[config.mk]
export PLATFORM = sky130hd
export DESIGN_NAME = set_job_sched
export DESIGN_NICKNAME = d
export VERILOG_FILES = /design/src/rtl/set_job_sched.sv
export SDC_FILE = /design/constraint.sdc
export NUM_CORES = 1
export LEC_CHECK = 0
export ABC_AREA = 1
export CAP_MARGIN = 20
export CORE_UTILIZATION = 43
export CTS_CLUSTER_DIAMETER = 200
export DETAILED_ROUTE_END_ITERATION = 10
export PLACE_DENSITY = 0.82
export SKIP_CTS_REPAIR_TIMING = 1
export SYNTH_ARGS = -nofsm -noshare
export SYNTH_HDL_FRONTEND = slang
export SYNTH_SLANG_ARGS = --single-unit
[constraint.sdc]
create_clock -name clk -period 3.8 [get_ports clk]
set_clock_uncertainty 0.05 [all_clocks]
set_input_delay 0.38 -clock clk [delete_from_list [all_inputs] [get_ports clk]]
set_output_delay 0.38 -clock clk [all_outputs]
set_load 0.03 [all_outputs]
[src/rtl/set_job_sched.sv]
// set_job_sched: round-robin two-requester job scheduler with watchdog for the SET point-counting engine
module set_job_sched #(
  parameter int TIMEOUT = 80
) (
  input  logic        clk,
  input  logic        rst,
  input  logic        req0_valid,
  output logic        req0_ready,
  input  logic [23:0] req0_central,
  input  logic [11:0] req0_radius,
  input  logic [1:0]  req0_mode,
  input  logic        req1_valid,
  output logic        req1_ready,
  input  logic [23:0] req1_central,
  input  logic [11:0] req1_radius,
  input  logic [1:0]  req1_mode,
  output logic        eng_en,
  output logic [23:0] eng_central,
  output logic [11:0] eng_radius,
  output logic [1:0]  eng_mode,
  input  logic        eng_busy,
  input  logic        eng_valid,
  input  logic [7:0]  eng_candidate,
  output logic        rsp_valid,
  input  logic        rsp_ready,
  output logic        rsp_id,
  output logic [7:0]  rsp_candidate,
  output logic        rsp_err
);
  typedef enum logic [1:0] {IDLE, LAUNCH, RUN, RESP} state_t;
  localparam logic [7:0] WD_LAST = 8'(TIMEOUT - 1);
  state_t state, state_nx;
  logic [23:0] job_central;
  logic [11:0] job_radius;
  logic [1:0]  job_mode;
  logic        cur_id, last_grant, grant, take, wd_done;
  logic [7:0]  wd;
  assign eng_central = job_central;
  assign eng_radius  = job_radius;
  assign eng_mode    = job_mode;
  assign rsp_valid   = state == RESP;
  assign rsp_id      = cur_id;
  always_comb begin
    grant      = (req0_valid && req1_valid) ? ~last_grant : req1_valid;
    take       = !rst && state == IDLE && (req0_valid || req1_valid);
    req0_ready = take && !grant;
    req1_ready = take && grant;
    eng_en     = state == LAUNCH && !eng_busy;
    wd_done    = wd == WD_LAST;
    state_nx   = state == IDLE   ? (take ? LAUNCH : IDLE) :
                 state == LAUNCH ? (eng_busy ? LAUNCH : RUN) :
                 state == RUN    ? ((eng_valid || wd_done) ? RESP : RUN) :
                                   (rsp_ready ? IDLE : RESP);
  end
  always_ff @(posedge clk) begin
    if (rst) begin
      state         <= IDLE;
      job_central   <= '0;
      job_radius    <= '0;
      job_mode      <= '0;
      cur_id        <= 1'b0;
      last_grant    <= 1'b1;
      wd            <= '0;
      rsp_candidate <= '0;
      rsp_err       <= 1'b0;
    end else begin
      state <= state_nx;
      if (take) begin
        job_central <= grant ? req1_central : req0_central;
        job_radius  <= grant ? req1_radius : req0_radius;
        job_mode    <= grant ? req1_mode : req0_mode;
        cur_id      <= grant;
        last_grant  <= grant;
      end
      if (eng_en) wd <= '0;
      else if (state == RUN) wd <= wd + 8'd1;
      // a result arriving on the timeout cycle takes precedence over the abort
      if (state == RUN && eng_valid) begin
        rsp_candidate <= eng_candidate;
        rsp_err       <= 1'b0;
      end else if (state == RUN && wd_done) begin
        rsp_candidate <= '0;
        rsp_err       <= 1'b1;
      end
    end
  end
endmodule

==> impl_metrics.toml <==
[run_status]
status = "complete, no violations"

[die]
initial_core_util_pct = 45.5
fp.dieH_um = 81.9
num_rows = 28
core_um2 = 6030
fp.dieW_um = 81.9
dieArea_um2 = 6700
io_pins = 143

[power]
peakVddDrop_mv = 0.254
p_per_area_nw_per_um2 = 413
p_leak_nw = 1.81

[routing]
first_pass_iters = 4
wirelength_um = 7740
ant_nets = 0
via_per_inst = 4.73
drcViolationCount = 0
first_iter_violations = 86
route.detailed.wl_per_inst_um = 12.1
vias = 3025

[final_layout]
instances_no_fill = 639
fillers = 521
finish.net_count = 651
antenna_cells = 0
layout-drive-gt1-share_pct = 6.74
fin_util_pct = 72.2
area_growth_pct = 58.7

[grt]
grt_max_degree = 48
track_usage_pct = 24.6
antenna_found_initial = 0
grt_pass1_vias = 2870
grt_pass1_wl_um = 12400
grt_overflow = 0

[clock_tree]
cts_tree = "done"
clk_latency_ns = 0.33
clock_sinks = 59
path_clk_slew_ns = 0.06
cts_buffers = 9
cts_buffer_depth = 2
cts-root-buf = "clkbuf_8"
htree_num_levels = 3

[logic_synthesis]
yosysWarnings = 0
synth_top_area_cell = "dfxtp_1"
synth_area_um2 = 2740
ys_ff_latch = 59
synth_area_per_cell_um2 = 6.48
synth_top_area_share_pct = 43.1
synthTopCellsByArea = "dfxtp_1 (43%), nand2_1 (32%), a21oi_1 (7.8%)"
synth_cell_type_count = 20
synthCells = 423
syn_nets = 515
seq_area_frac_synth_pct = 43.1

[placement]
dp_cells = 623
finalWeightedCongestion = 0.775
hpwl_um = 5670
portBuffers = 142

[timing]
fmax_ghz = 0.406
fin_setup_tns_ns = 0
tightest_slew_ns = 0.746
setup_viol = 0
drv_slew = 0
finalHoldViolCount = 0
max_slew_margin_pct = 50.1
min_period_ns = 2.46
rsz0062_at_grt = "no"
fin_crit_sh_pct = 64.8

[worst_hold_path]
hp-class = "in -> reg"

[worst_setup_path]
worst_ep_arrival_time_ns = 2.03
crit_path_end_kind = "output port"
crit_type = "in -> out"
required_ns = 3.37
cp-start-kind = "primary input"
crit_path_max_fanout = 42

[job]
maxCapViolations = 0
==> area by class of cell <==
cell class / count / area, µm² / area share (%)
well taps: 75 / 93.8 / 2.16
multi-input cells: 324 / 1380 / 31.6
flip-flops and latches: 59 / 1180 / 27.1
repair buffers: 146 / 1440 / 33.1
clock inverters: 2 / 35.0 / 0.805
clock buffers: 14 / 153 / 3.51
inverters: 19 / 71.3 / 1.64
==> path summary, 6_finish.rpt <==
path	from	endpoint	slack [ns]	cells past startpoint
worst max-delay path	req1_valid	req1_ready	1.34	8
worst min-delay path	rst	last_grant$_SDFFE_PP1P_	0.33	3
worst min register to register	eng_radius[6]$_SDFFE_PP0P_	eng_radius[6]$_SDFFE_PP0P_	0.41	2
worst max register to register	state[1]$_SDFF_PP0_	eng_radius[1]$_SDFFE_PP0P_	1.80	8
==> registers in the layout (all words and copies together) (netlist names) <==
register	count
last_grant	1
eng_radius	12
rsp_id	1
eng_mode	2
eng_central	24
rsp_candidate	8
rsp_err	1
wd	8
state	2
==> per-layer routing <==
metal  wire, µm  track usage (%)  part of all wire (%)  up-vias
met1       3220             27.2                    42     1328
met3        578             9.33                   7.5       11
met4        126             8.60                   1.6        0
met2       3820             42.9                    49      101
met5          0                0                     0        -
li1           -                -                     -     1585
==> synthesized netlist by cell type, drive strengths merged <==
cell type	count
o21ai	2
nor3	1
nand4	2
clkbuf	6
inv	19
nor2	16
nor3b	2
nand2	234
dfxtp	59
nand3	14
buf	15
ha	1
a21oi	52
==> logic make-up after synthesis <==
kind of cell / after synthesis / synth area share (%)
AND/OR/NAND/NOR: 269 / 38.7
flip-flops: 59 / 43.1
AO/OA/AOI/OAI: 54 / 11.1
buffers and inverters: 40 / 6.71
adder cells (fa/ha/maj): 1 / 0.456
==> critical path, stage by stage <==
cell             delay, ns
clkdlybuf4s50_1       0.43
nor2_1                0.21
nor2_4                0.06
nand2_2               0.55
inv_2                 0.07
nand2_1               0.11
inv_1                 0.05
buf_4                 0.16
==> placed cells by master, fill, tap and decap left out, drive strengths merged <==
master | Yosys | layout
nor3b | 2 | 2
a21oi | 52 | 52
clkdlybuf4s50 | 0 | 139
nand2 | 234 | 234
o21ai | 2 | 2
clkbuf | 6 | 14
nand3 | 14 | 14
dfxtp | 59 | 59
buf | 15 | 7
nor3 | 1 | 1
clkinv | 0 | 1
nor2 | 16 | 16
nand4 | 2 | 2
inv | 19 | 19
ha | 1 | 1
bufinv | 0 | 1
==> per-stage QoR <==
step | hold slack [ns] | total power, mW | worst slack (ns) | cell area [µm²]
floorplan | 0.392 | 1.03 | 2.19 | 2740
global placement | 0.402 | 1.26 | 1.37 | 4170
detailed placement | 0.407 | 1.27 | 1.33 | 4170
CTS | 0.315 | 1.81 | 1.33 | 4350
global route | 0.317 | 1.89 | 1.21 | 4350
finish | 0.329 | 1.80 | 1.34 | 4350
==> power breakdown <==
group	internal [mW]	switching, mW
Clock	0.321	0.226
Sequential	0.673	0.0328
Combinational	0.237	0.310
Power figures use the tool's default switching activity.
